<file path="src/rtl/vga_frame_reader.sv">
// vga_frame_reader: scan-out side of a 320x240 RGB332 frame buffer.
// Generates 640x480@60 VGA timing, reads every stored pixel twice per line
// and on two consecutive lines, and drives 4-bit-per-colour DAC outputs with
// sync and data-enable aligned to the returned pixel data.
module vga_frame_reader #(
    parameter int H_VISIBLE  = 640,
    parameter int H_FRONT    = 16,
    parameter int H_SYNC     = 96,
    parameter int H_BACK     = 48,
    parameter int V_VISIBLE  = 480,
    parameter int V_FRONT    = 10,
    parameter int V_SYNC     = 2,
    parameter int V_BACK     = 33,
    parameter int FB_WIDTH   = 320,
    parameter int FB_HEIGHT  = 240,
    parameter int ADDR_WIDTH = 17
) (
    input  logic                  clk_i,
    input  logic                  rst_i,
    input  logic                  enable_i,
    input  logic                  frame_ready_i,
    input  logic [7:0]            ram_data_i,
    output logic [ADDR_WIDTH-1:0] ram_addr_o,
    output logic                  ram_en_o,
    output logic                  ram_re_o,
    output logic [3:0]            vga_r_o,
    output logic [3:0]            vga_g_o,
    output logic [3:0]            vga_b_o,
    output logic                  hsync_o,
    output logic                  vsync_o,
    output logic                  de_o,
    output logic                  read_done_o
);

    localparam int H_TOTAL   = H_VISIBLE + H_FRONT + H_SYNC + H_BACK;
    localparam int V_TOTAL   = V_VISIBLE + V_FRONT + V_SYNC + V_BACK;
    localparam int RAM_DEPTH = FB_WIDTH * FB_HEIGHT;
    localparam int H_W       = $clog2(H_TOTAL);
    localparam int V_W       = $clog2(V_TOTAL);

    localparam logic [H_W-1:0] H_LAST     = H_W'(H_TOTAL - 1);
    localparam logic [V_W-1:0] V_LAST     = V_W'(V_TOTAL - 1);
    localparam logic [H_W-1:0] H_VIS_END  = H_W'(H_VISIBLE);
    localparam logic [V_W-1:0] V_VIS_END  = V_W'(V_VISIBLE);
    localparam logic [H_W-1:0] H_VIS_LAST = H_W'(H_VISIBLE - 1);
    localparam logic [V_W-1:0] V_VIS_LAST = V_W'(V_VISIBLE - 1);
    localparam logic [H_W-1:0] HS_START   = H_W'(H_VISIBLE + H_FRONT);
    localparam logic [H_W-1:0] HS_END     = H_W'(H_VISIBLE + H_FRONT + H_SYNC);
    localparam logic [V_W-1:0] VS_START   = V_W'(V_VISIBLE + V_FRONT);
    localparam logic [V_W-1:0] VS_END     = V_W'(V_VISIBLE + V_FRONT + V_SYNC);
    localparam logic [ADDR_WIDTH-1:0] ROW_STEP  = ADDR_WIDTH'(FB_WIDTH);
    localparam logic [ADDR_WIDTH-1:0] LAST_ADDR = ADDR_WIDTH'(RAM_DEPTH - 1);

    typedef enum logic [1:0] {
        ST_IDLE  = 2'd0,
        ST_ARMED = 2'd1,
        ST_SCAN  = 2'd2
    } state_t;

    state_t                  state, state_next;
    logic [H_W-1:0]          h_cnt;
    logic [V_W-1:0]          v_cnt;
    logic                    ready_flag;
    logic [ADDR_WIDTH-1:0]   row_base;
    logic                    h_last, frame_end, visible;
    logic                    hs_raw, vs_raw;
    logic                    req, last_req;
    logic                    de_d1, hs_d1, vs_d1;

    assign h_last    = (h_cnt == H_LAST);
    assign frame_end = h_last && (v_cnt == V_LAST);
    assign visible   = (h_cnt < H_VIS_END) && (v_cnt < V_VIS_END);
    assign hs_raw    = ~((h_cnt >= HS_START) && (h_cnt < HS_END));
    assign vs_raw    = ~((v_cnt >= VS_START) && (v_cnt < VS_END));

    // Free-running raster counters; they keep sync alive in every state.
    always_ff @(posedge clk_i or posedge rst_i) begin
        // NOTE: state registers use non-blocking assignments so every flop
        // samples pre-edge values regardless of block evaluation order.
        if (rst_i) begin
            h_cnt <= '0;
            v_cnt <= '0;
        end else if (h_last) begin
            h_cnt <= '0;
            v_cnt <= (v_cnt == V_LAST) ? '0 : v_cnt + V_W'(1);
        end else begin
            h_cnt <= h_cnt + H_W'(1);
        end
    end

    // Next-state logic: scanning only starts and stops on frame boundaries,
    // except that an armed reader falls back to idle as soon as enable drops.
    always_comb begin
        // NOTE: defaulting every always_comb output first keeps paths that do
        // not assign it from inferring a latch.
        state_next = state;
        case (state)
            ST_IDLE:  if (ready_flag && enable_i) state_next = ST_ARMED;
            ST_ARMED: begin
                if (!enable_i)      state_next = ST_IDLE;
                else if (frame_end) state_next = ST_SCAN;
            end
            ST_SCAN:  if (frame_end && !enable_i) state_next = ST_IDLE;
            default:  state_next = ST_IDLE;
        endcase
    end

    // State register.
    always_ff @(posedge clk_i or posedge rst_i) begin
        if (rst_i) state <= ST_IDLE;
        else       state <= state_next;
    end

    // Write-done flag; a new frame_ready pulse wins over the clear so a
    // notification on the very cycle scanning begins is not lost.
    always_ff @(posedge clk_i or posedge rst_i) begin
        if (rst_i)                                          ready_flag <= 1'b0;
        else if (frame_ready_i)                             ready_flag <= 1'b1;
        else if (state != ST_SCAN && state_next == ST_SCAN) ready_flag <= 1'b0;
    end

    // Row base: start address of the current frame-buffer row; each stored
    // row is shown on two lines, so it advances after every odd visible line.
    always_ff @(posedge clk_i or posedge rst_i) begin
        if (rst_i)
            row_base <= '0;
        else if (frame_end)
            row_base <= '0;
        else if (h_last && (v_cnt < V_VIS_END) && v_cnt[0])
            row_base <= row_base + ROW_STEP;
    end

    // Request stage: combinational from the counters, pixel doubled by h>>1.
    assign req        = (state == ST_SCAN) && visible;
    assign ram_en_o   = req;
    assign ram_re_o   = req;
    assign ram_addr_o = req ? row_base + ADDR_WIDTH'(h_cnt[H_W-1:1]) : '0;
    // Address LAST_ADDR is fetched four times; the bottom-right raster
    // position marks the final one.
    assign last_req   = req && (h_cnt == H_VIS_LAST) && (v_cnt == V_VIS_LAST)
                        && (ram_addr_o == LAST_ADDR);

    // Frame-done pulse, one clock after the final request.
    always_ff @(posedge clk_i or posedge rst_i) begin
        if (rst_i) read_done_o <= 1'b0;
        else       read_done_o <= last_req;
    end

    // First delay stage: timing signals wait while the RAM returns data.
    always_ff @(posedge clk_i or posedge rst_i) begin
        if (rst_i) begin
            de_d1 <= 1'b0;
            hs_d1 <= 1'b1;
            vs_d1 <= 1'b1;
        end else begin
            de_d1 <= visible;
            hs_d1 <= hs_raw;
            vs_d1 <= vs_raw;
        end
    end

    // Output stage: RGB332 expanded to 4 bits per colour, black outside SCAN
    // or outside the visible area.
    always_ff @(posedge clk_i or posedge rst_i) begin
        if (rst_i) begin
            de_o    <= 1'b0;
            hsync_o <= 1'b1;
            vsync_o <= 1'b1;
            vga_r_o <= 4'h0;
            vga_g_o <= 4'h0;
            vga_b_o <= 4'h0;
        end else begin
            de_o    <= de_d1;
            hsync_o <= hs_d1;
            vsync_o <= vs_d1;
            if (de_d1 && state == ST_SCAN) begin
                vga_r_o <= {ram_data_i[7:5], ram_data_i[7]};
                vga_g_o <= {ram_data_i[4:2], ram_data_i[4]};
                vga_b_o <= {ram_data_i[1:0], ram_data_i[1:0]};
            end else begin
                vga_r_o <= 4'h0;
                vga_g_o <= 4'h0;
                vga_b_o <= 4'h0;
            end
        end
    end

endmodule

</file>
<file path="config.mk">
export PLATFORM = sky130hd
export DESIGN_NAME = vga_frame_reader
export DESIGN_NICKNAME = d
export VERILOG_FILES = /design/src/rtl/vga_frame_reader.sv
export SDC_FILE = /design/constraint.sdc
export NUM_CORES = 1
export LEC_CHECK = 0
export ABC_AREA = 1
export ABC_CLOCK_PERIOD_IN_PS = 2100
export CORE_MARGIN = 2
export CORE_UTILIZATION = 25
export DETAILED_ROUTE_END_ITERATION = 8
export GPL_ROUTABILITY_DRIVEN = 0
export HOLD_SLACK_MARGIN = 0.05
export PLACE_DENSITY = 0.55
export SKIP_LAST_GASP = 1
export SLEW_MARGIN = 40
export SYNTH_ARGS = -nofsm -noshare
export SYNTH_HDL_FRONTEND = slang
export SYNTH_SLANG_ARGS = --single-unit
</file>
<file path="constraint.sdc">
create_clock -name clk_i -period 2.1 [get_ports clk_i]
set_clock_uncertainty 0.15 [all_clocks]
set_input_delay 0.21 -clock clk_i [delete_from_list [all_inputs] [get_ports clk_i]]
set_output_delay 0.21 -clock clk_i [all_outputs]
set_load 0.02 [all_outputs]
</file>
==> impl_results.md, run 1 <==
* Final period util at 1.08
* Via count at 2,753
* CP dominant cell by count: buf_6
* RSZ-0062 raised after global routing: yes
* Hold Path Class: input pin to asynchronous set/reset pin
* Failing checks: negative setup slack
* Vias in the first global route at 2,702
* Max_slew headroom at 0.717
* Synthesized instance count at 363
* Least-Margin Pin Slew at 0.420 ns
* Diodes inserted at 0
* Power share of the sequential group at 0.547
* Largest net degree at the start of global routing at 50
* Clock slew at reported path FFs at 0.10 ns
* CP arrival at 1.92 ns
* Cell Int Power at 1360 uW
* Grt total ovfl at 0
* Post-synthesis instance area at 2790 um2
* Ys Warns at 0
* First-pass GRT wire length at 12,600 um
* Worst-path maximum fanout at 8
* Post-Synth Simple-Gate Area at 0.309
* Area growth from synthesis to layout at 53.1%
* Initial antenna violation count at 0
* Drt initial violations at 198
* Post-DR vias/cell at 4.46
* Share of cells above drive strength 1 at 0.329
* Max Clock Freq at 439 MHz
* Multiplexer area fraction after synthesis at 0
* Yosys top cell by area: dfrtp_1
* Mean Syn Cell Area at 7.68 um2
* Min Tclk post-route at 2.28 ns
* Die Wd at 110 um
* Switching pwr at 370 uW
* Largest family of logic cells by synthesized area: simple AND/OR/NAND/NOR gates
* Final setup viols at 16
* I/O pin cnt at 47
* Clock Latency Late Sink at 0.31 ns
* TritonCTS clock tree: yes
* Final Hold Viols at 0
* Post-Route WL at 7640 um
* Die Y at 110 um
* DIE AREA at 12,000 um2
* Max-Cap Viols at 0
* # rows at 38
* Drt wl/cell at 12.4 um
* Leakage power at 0.00199 uW
* Most common cell after layout, fill and taps aside: buf_4
* Yosys reg bits at 49
* H-tree levels at 2
* Synth top area cells: dfrtp_1 (40%), inv_1 (8.8%), nand2_1 (8.5%)
* Port Buf Inserts at 46
* Detailed placement HPWL at 5410 um
* Critical-path top delay cell: dfrtp_1
* GRT Util Overall at 0.133
* Setup Crit Path Kind: flip-flop to output pin
* Fin area at 4270 um2
* Post-DRT Antenna Nets at 0
* Power share of the combinational group at 0.029
* Crit-path cells: buf_6, o21ai_4, nand3_4, nor2_4, clkinvlp_4, buf_6, a21oi_4, buf_6
* Syn nets at 384
* Drt pass-1 iters at 4
* Top-area cell type share of the netlist area at 0.404
* Sw frac at 0.214
* DRC viols at 0
* Power Dens Cells at 405 nW/um2
* CP Capture Type: output pin
* Clk pwr share at 0.424
* Most frequent cells in the layout: buf_4 (67), inv_1 (60), nand2_1 (58), dfrtp_1 (45), nor2_1 (36)
* CTS Sinks at 49
* Max Transition Viols Final at 0
* Root buf cell: clkbuf_8
* CTS max path bufs at 2
* Distinct cells, synth at 31
* WP data required at 1.74 ns
* CP peak stage delay at 0.44 ns
* Starting Density at 0.257
* XOR/XNOR Fraction of Synth Area at 0.0283
* Cts hold-fix bufs at 0
* Min setup slack post-route at -0.178 ns
* Critical path startpoint category: flip-flop
* Utilization after layout at 0.394
* VDD IR-drop max at 330 uV
* Post-Synth Adder-Cell Area at 0.0404
* Number of buffers created by CTS at 5
* Compound-cell area share of the yosys netlist at 0.0610
* Register area share after synthesis at 0.442
* Status: finished, violations left
* Core box area at 10,800 um2
* Dpl cell area at 3750 um2
* Nets at 497
## routing by layer
metal | part of all wire | track usage | vias to the layer above
met5 | 0 | 0 | -
met4 | 0.0063 | 0.0298 | 0
met3 | 0.059 | 0.0267 | 5
met2 | 0.48 | 0.218 | 70
met1 | 0.45 | 0.181 | 1313
li1 | - | - | 1365
## critical path: cells and delay by family, from the launching register on
family	cells	cell delay (ns)
AO/OA/AOI/OAI	2	0.26
buffers and inverters	4	0.68
AND/OR/NAND/NOR	2	0.22
flip-flops	1	0.44
## final cells by class
type	count	area, um2
Inverter	68	259
Sequential cell	49	1230
Timing Repair Buffer	116	1030
Clock buffer	6	82.6
Fill cell	1129	6570
Multi-Input combinational cell	236	1450
Tap cell	140	175
Clock inverter	2	37.5
## final timing paths
| check | depth (start not counted) | start | to | slack (ns) |
|---|---|---|---|---|
| max reg2reg | 10 | h_cnt[8]$_DFF_PP0_ | read_done_o$_DFF_PP0_ | 0.10 |
| min | 3 | rst_i | v_cnt[1]$_DFFE_PP0N_ | 0.11 |
| min reg2reg | 0 | hs_d1$_DFF_PP1_ | hsync_o$_DFF_PP1_ | 0.21 |
| max in group asynchronous | 3 | rst_i | hsync_o$_DFF_PP1_ | 1.41 |
| max | 8 | h_cnt[8]$_DFF_PP0_ | ram_addr_o[13] | -0.18 |
| min in group clk_i | 0 | hs_d1$_DFF_PP1_ | hsync_o$_DFF_PP1_ | 0.21 |
## registers in the layout (all words and copies together), names as in the netlist
register,cells
read_done_o,1
hs_d1,1
hsync_o,1
ready_flag,1
vga_r_o,3
vga_g_o,3
de_o,1
v_cnt,10
h_cnt,10
de_d1,1
state,2
vga_b_o,2
row_base,11
vs_d1,1
vsync_o,1
## per-stage QoR
stage | hold WS (ns) | instances | setup TNS [ns] | worst slack (ns) | total power, uW
6_report | 0.110 | 617 | -1.82 | -0.178 | 1730
2_1_floorplan | 0.152 | 363 | 0 | 0.0751 | 981
3_3_place_gp | 0.196 | 591 | -2.97 | -0.282 | 1020
4_1_cts | 0.120 | 610 | -1.62 | -0.148 | 1750
5_1_grt | 0.123 | 617 | -3.44 | -0.250 | 1790
3_5_place_dp | 0.197 | 591 | -4.27 | -0.325 | 1020
## Yosys cell counts
cell type	instances
inv_1	65
nand4_1	8
dfrtp_1	45
buf_4	6
nand2_2	2
o21ai_1	2
nor2_2	4
nor4_1	4
o21a_1	1
buf_6	2
o2111ai_1	1
inv_2	3
xor2_1	9
a31oi_1	2
nand2_1	63
a21o_1	1
nor2_4	2
or3_1	1
nor3_4	1
a21oi_1	15
nand3_1	33
nor3_1	14
buf_2	2
a21oi_2	1
nor3_2	2
ha_1	9
o21ai_0	8
dfstp_2	4
nor2_1	50
nand3_2	1
nor3b_1	2
## cells by family (layout without fill, tap and decap cells)
kind of cell | count (synthesis) | after routing
buf+inv | 78 | 192
fa+ha+maj | 9 | 9
compound gates | 31 | 31
xor+xnor | 9 | 9
flops | 49 | 49
simple gates | 187 | 187
## power by group through the flow
stage / logic, uW / registers, uW / clock network (uW)
5_1_grt: 57.2 / 945 / 792
4_1_cts: 53.1 / 945 / 750
6_report: 50.5 / 945 / 732
3_5_place_dp: 52.6 / 963 / 0
3_3_place_gp: 52.5 / 963 / 0
2_1_floorplan: 17.5 / 964 / 0
## what timing repair did
| item | 4_1_cts | 5_1_grt |
|---|---|---|
| resized for setup | 125 | 45 |
| pin swaps | 6 | 8 |
| hold endpoints to repair | 0 | 0 |
| setup endpoints to repair | 19 | 25 |
| setup buffers | 11 | 7 |
(Power assumes the default switching activity.)
==> run 2: changes to the inputs <==
--- a/config.mk
+++ b/config.mk
@@ -12,6 +12,7 @@
 export DETAILED_ROUTE_END_ITERATION = 8
 export GPL_ROUTABILITY_DRIVEN = 0
 export HOLD_SLACK_MARGIN = 0.05
+export MAX_ROUTING_LAYER = met4
 export PLACE_DENSITY = 0.55
 export SKIP_LAST_GASP = 1
 export SLEW_MARGIN = 40
==> run 2 against run 1 <==
The run still ends with negative setup slack left. Via count down 0.69%. Critical path depth unchanged. Final area unchanged. Register-to-register slack hardly changed. Sequential cell count did not move. Clock power is essentially flat. Utilization unchanged. First-iteration DRC count increased by 1.0%. Maximum frequency up 0.31%. Sequential power about the same. Critical endpoint unchanged. Non-clock buffer count unchanged. Die area unchanged.
==> impl_results.md, run 2 (synthesis gave the netlist of run 1 again) <==
* Fin area at 4270 um2
* Reg2reg path depth at 10
* Area growth from synthesis to layout at 53.1%
* Total chip power at 1730 uW
* Die Wd at 110 um
* Min Tclk post-route at 2.27 ns
* Number of fill cells at 1,129
* Delay-heaviest family, CP: buffers and inverters
* Clock Latency Late Sink at 0.31 ns
* GRT Util Overall at 0.137
* Max Clock Freq at 440 MHz
* # rows at 38
* Max_slew headroom at 0.717
* Drt pass-1 iters at 4
* Failing checks: negative setup slack
* Max reg flops at 11
* Utilization after layout at 0.394
* CP peak stage delay at 0.44 ns
* Status: finished, violations left
* H-tree levels at 2
* Least-Margin Pin Slew at 0.420 ns
* Power Dens Cells at 405 nW/um2
* Die Y at 110 um
* Most common cell after layout, fill and taps aside: buf_4
* Final period util at 1.08
* R2R Path End: read_done_o$_DFF_PP0_
* Nets at 497
* Critical-path top delay cell: dfrtp_1
* Core box area at 10,800 um2
* Grt total ovfl at 0
* CP dominant cell by count: buf_6
* CP arrival at 1.91 ns
* Largest net degree at the start of global routing at 50
* Final TNS setup at -1.76 ns
* Biggest regs: row_base: 11 flops, h_cnt: 10 flops, v_cnt: 10 flops
* Post-DRT Antenna Nets at 0
* Detailed placement HPWL at 5410 um
* I/O pin cnt at 47
* VDD IR-drop max at 335 uV
* Buf/Inv on CP at 4
* Reg2Reg Setup Slack at 0.10 ns
* Leakage power at 0.00199 uW
* TritonCTS clock tree: yes
* Clock slew at reported path FFs at 0.10 ns
* Crit-path cells: buf_6, o21ai_4, nand3_4, nor2_4, clkinvlp_4, buf_6, a21oi_4, buf_6
* Critical path startpoint category: flip-flop
* Post-Route WL at 7670 um
* RSZ-0062 raised after global routing: yes
* Post-DR vias/cell at 4.43
* Via count at 2,734
* Setup Crit Path Kind: flip-flop to output pin
* Drt initial violations at 200
* Reg-to-reg critical path startpoint: h_cnt[8]$_DFF_PP0_
* DIE AREA at 12,000 um2
* Worst-path maximum fanout at 8
* Drt wl/cell at 12.4 um
* WP data required at 1.74 ns
* Port Buf Inserts at 46
* Max-Cap Viols at 0
* Footprint of the multi-input gates at 1450 um2
* Hold Path Class: input pin to asynchronous set/reset pin
* Root buf cell: clkbuf_8
* Vias in the first global route at 2,700
* CTS Sinks at 49
* Dpl cell area at 3750 um2
* Most frequent cells in the layout: buf_4 (67), inv_1 (60), nand2_1 (58), dfrtp_1 (45), nor2_1 (36)
* Number of buffers created by CTS at 5
* Max Transition Viols Final at 0
* First-pass GRT wire length at 12,700 um
* CTS max path bufs at 2
* Register area at 1230 um2
* Largest Register: row_base
* Diodes inserted at 0
* Final setup viols at 16
* DRC viols at 0
* Min setup slack post-route at -0.171 ns
* Starting Density at 0.257
* Share of cells above drive strength 1 at 0.329
* CP Capture Type: output pin
* Final Hold Viols at 0
* Initial antenna violation count at 0
-- run 2: layout make-up --
cell class              count  share of cell area
clock buffers               6              0.0193
clock inverters             2             0.00880
inverters                  68              0.0607
multi-input cells         236               0.340
flip-flops and latches     49               0.288
well taps                 140              0.0410
repair buffers            116               0.241
-- run 2: metal layers --
| metal | up-vias | track usage | wire length, um |
|---|---|---|---|
| li1 | 1362 | - | - |
| met1 | 1292 | 0.183 | 3480 |
| met2 | 75 | 0.218 | 3710 |
| met3 | 5 | 0.0237 | 442 |
| met4 | 0 | 0.0298 | 48 |
| met5 | - | - | 0 |
-- run 2: what timing repair did --
action | 4_1_cts | 5_1_grt
resized for setup | 125 | 45
endpoints found under the setup margin | 19 | 26
hold buffers | 0 | 0
buffers inserted | 11 | 7
pin swaps | 6 | 8
-- run 2: worst reg2reg max path, stage by stage, from the launching register on --
cell and delay, ns:
dfrtp_1 0.44, buf_6 0.14, o21ai_4 0.13, nand3_4 0.09
nor2_4 0.13, clkinvlp_4 0.22, buf_6 0.19, a21oi_4 0.13
buf_4 0.13, nand3_2 0.08, nor2_1 0.10
-- run 2: how the worst max path moves through the flow --
stage | startpoint | end | slack, ns | cells after the start
2_1_floorplan | h_cnt[8]$_DFF_PP0_ | read_done_o$_DFF_PP0_ | 0.08 | 9
3_3_place_gp | h_cnt[8]$_DFF_PP0_ | ram_addr_o[14] | -0.28 | 10
3_5_place_dp | h_cnt[8]$_DFF_PP0_ | ram_addr_o[16] | -0.32 | 8
4_1_cts | h_cnt[8]$_DFF_PP0_ | ram_addr_o[13] | -0.15 | 8
5_1_grt | h_cnt[8]$_DFF_PP0_ | ram_addr_o[13] | -0.25 | 8
6_report | h_cnt[8]$_DFF_PP0_ | ram_addr_o[13] | -0.17 | 8
-- run 2: through the flow --
step | cells | hold slack [ns] | worst slack (ns)
floorplan | 363 | 0.152 | 0.0751
global placement | 591 | 0.196 | -0.282
detailed placement | 591 | 0.197 | -0.325
CTS | 610 | 0.120 | -0.148
global route | 617 | 0.123 | -0.250
finish | 617 | 0.111 | -0.171
-- run 2: power by group --
| part | internal [uW] | leakage, uW | switching [uW] |
|---|---|---|---|
| combinational | 24.7 | 0.00129 | 26.0 |
| sequential | 944 | 0.000639 | 0.438 |
| clock | 388 | 0.0000574 | 346 |
| total | 1360 | 0.00199 | 373 |
==> run 3: changes to the inputs <==
--- a/config.mk
+++ b/config.mk
@@ -5,7 +5,7 @@
 export SDC_FILE = /design/constraint.sdc
 export NUM_CORES = 1
 export LEC_CHECK = 0
-export ABC_AREA = 1
+export ABC_AREA = 0
 export ABC_CLOCK_PERIOD_IN_PS = 2100
 export CORE_MARGIN = 2
 export CORE_UTILIZATION = 25
==> run 3 against run 2 <==
The flow still finishes with violations (negative setup slack). Register-to-register slack got worse by 0.03 ns. Critical path depth decreased by 1. Highest routed layer unchanged. Routed wire length decreased by 12%. Hold slack got worse by 0.029 ns. Non-clock buffer count decreased by 3. Count of clock-buffer cells in the layout decreased by 1. Synthesized cell count decreased by 25%. Utilization decreased by 0.66 points. Final area decreased by 6.0%. First-iteration DRC count decreased by 59%. Sequential power about the same.
==> impl_results.md, run 3 <==
* H-tree levels at 2
* Max Transition Viols Final at 0
* Via count at 2,307
* Die Y at 107 um
* Clock Latency Late Sink at 0.31 ns
* Nets at 395
* DRC viols at 0
* Commonest cells in the netlist: dfrtp_1 (45), nor2_1 (29), xnor2_1 (22)
* Setup Crit Path Kind: flip-flop to output pin
* Drt initial violations at 82
* Synthesized instance count at 271
* Clock slew at reported path FFs at 0.10 ns
* Final period util at 1.13
* Dominant synthesized flop cell: dfrtp_1
* Distinct cells, synth at 42
* Drt pass-1 iters at 4
* I/O pin cnt at 47
* Placed cell count at 493
* Core box area at 10,400 um2
* Die Wd at 107 um
* EDFF count, synth at 0
* Port Buf Inserts at 46
* Initial antenna violation count at 0
* Number of buffers created by CTS at 5
* Dpl cell area at 3670 um2
* GRT Util Overall at 0.126
* VDD IR-drop max at 274 uV
* Detailed placement HPWL at 4940 um
* Max-Cap Viols at 0
* CP arrival at 2.01 ns
* Post-DR vias/cell at 4.51
* Largest net degree at the start of global routing at 23
* Min setup slack post-route at -0.265 ns
* DR top layer: met4
* WP data required at 1.74 ns
* Power Dens Cells at 395 nW/um2
* Register area share after synthesis at 0.461
* Drt wl/cell at 13.1 um
* Most frequent cells in the layout: buf_4 (67), dfrtp_1 (45), clkdlybuf4s50_1 (27), nor2_1 (23), xnor2_1 (20)
* CTS Sinks at 49
* Final Non-Filler Cells at 511
* Final setup viols at 8
* Max_slew headroom at 0.572
* Yosys top cell by area: dfrtp_1
* Top-area cell type share of the netlist area at 0.422
* Met3 Wirelength at 261 um
* Area growth from synthesis to layout at 50.3%
* WL met2 at 3240 um
* Leakage power at 0.00176 uW
* Cell with the most instances after synthesis: dfrtp_1
* Biggest regs: row_base: 11 flops, h_cnt: 10 flops, v_cnt: 10 flops
* Number of fill cells at 1,053
* Share of cells above drive strength 1 at 0.373
* Starting Density at 0.257
* TritonCTS clock tree: yes
* Ys Warns at 0
* Max Clock Freq at 423 MHz
* Post-Route WL at 6720 um
* Min Tclk post-route at 2.37 ns
* Yosys reg bits at 49
* First-pass GRT wire length at 11,200 um
* Placement Setup Slack at -0.461 ns
* Worst-path maximum fanout at 5
* Asr flop ratio synth at 1.00
* Most common cell after layout, fill and taps aside: buf_4
* Final Hold Viols at 0
* Grt total ovfl at 0
* Post-synthesis instance area at 2670 um2
* Failing checks: negative setup slack
* Syn nets at 292
* Diodes inserted at 0
* Root buf cell: clkbuf_8
* Hold Path Class: input pin to asynchronous set/reset pin
* Max reg flops at 11
* # rows at 37
* Largest Register: row_base
* Fin area at 4010 um2
* Critical path startpoint category: flip-flop
* Synth top area cells: dfrtp_1 (42%), xnor2_1 (7.2%), ha_1 (4.2%)
* Mean Syn Cell Area at 9.85 um2
* WL met1 at 3140 um
* RSZ-0062 raised after global routing: yes
* Post-DRT Antenna Nets at 0
* CP Capture Type: output pin
* Least-Margin Pin Slew at 0.642 ns
* Vias in the first global route at 2,333
* DIE AREA at 11,500 um2
* Status: finished, violations left
* CTS max path bufs at 2
-- run 3: cell types whose count changed after synthesis, sizes merged, moves of 12 or more --
cell	change
nand2	-53
nor3	-12
nor2	-25
inv	-57
and3	+12
nand3	-20
xnor2	+22
-- run 3: path summary, 6_finish.rpt --
| kind | start | end | cells past startpoint | slack, ns |
|---|---|---|---|---|
| max | row_base[7]$_DFFE_PP0P_ | ram_addr_o[14] | 7 | -0.27 |
| min | rst_i | state[0]$_DFF_PP0_ | 2 | 0.08 |
| max reg2reg | h_cnt[8]$_DFF_PP0_ | read_done_o$_DFF_PP0_ | 8 | 0.07 |
| min reg2reg | hs_d1$_DFF_PP1_ | hsync_o$_DFF_PP1_ | 0 | 0.21 |
| max in group asynchronous | rst_i | vga_g_o[2]$_DFF_PP0_ | 3 | 1.22 |
| min in group clk_i | hs_d1$_DFF_PP1_ | hsync_o$_DFF_PP1_ | 0 | 0.21 |
-- run 3: per-layer routing --
layer / vias up / GRT usage
li1: 1140 / -
met1: 1119 / 0.166
met2: 39 / 0.200
met3: 9 / 0.0254
met4: 0 / 0.0293
met5: - / -
-- run 3: critical path, cell delays in order (launching register included) --
cell and delay [ns]:
dfrtp_1 0.42, ha_4 0.28, a21o_1 0.14, a21oi_2 0.07, buf_4 0.15, or3_4 0.37
a21oi_4 0.13, buf_6 0.13
-- run 3: area by class of cell --
| type | count | area [um2] | share of cell area |
|---|---|---|---|
| clock buffer | 5 | 68.8 | 0.0171 |
| clock inverter | 3 | 25.0 | 0.00623 |
| inverter | 11 | 46.3 | 0.0115 |
| multi-input combinational | 194 | 1520 | 0.379 |
| sequential | 49 | 1230 | 0.307 |
| tap | 136 | 170 | 0.0424 |
| timing repair buffer | 113 | 952 | 0.237 |
-- run 3: per-stage QoR --
stage | total power, uW | TNS (ns) | hold slack, ns | utilization
detailed placement | 1010 | -4.54 | 0.198 | 0.354
global placement | 1010 | -4.28 | 0.197 | 0.354
floorplan | 979 | 0 | 0.152 | -
global route | 1650 | -2.33 | 0.149 | 0.387
CTS | 1610 | -1.57 | 0.110 | 0.375
finish | 1590 | -1.56 | 0.0823 | 0.387
-- run 3: cell families (layout without fill, tap and decap cells) --
family                   count (synthesis)  after routing  synth area share
AO/OA/AOI/OAI                           34             34            0.0797
XOR/XNOR                                28             28            0.0918
adder cells (fa/ha/maj)                  9              9            0.0422
buffers and inverters                   28            132            0.0539
flip-flops                              49             49             0.461
AND/OR/NAND/NOR                        123            123             0.271
-- run 3: what timing repair did --
item,CTS,global route
buffers inserted,6,3
pin swaps,11,12
hold endpoints to repair,0,0
gates cloned,1,0
setup endpoints to repair,20,31
hold buffers,0,0
gates resized for setup,96,31
-- run 3: where the power goes --
group          switching, uW  leakage (uW)  internal (uW)  total (uW)
Sequential             0.594      0.000639            944         945
Clock                    350     0.0000452            244         594
Combinational           23.1       0.00108           24.8        47.9
Total                    374       0.00176           1210        1590
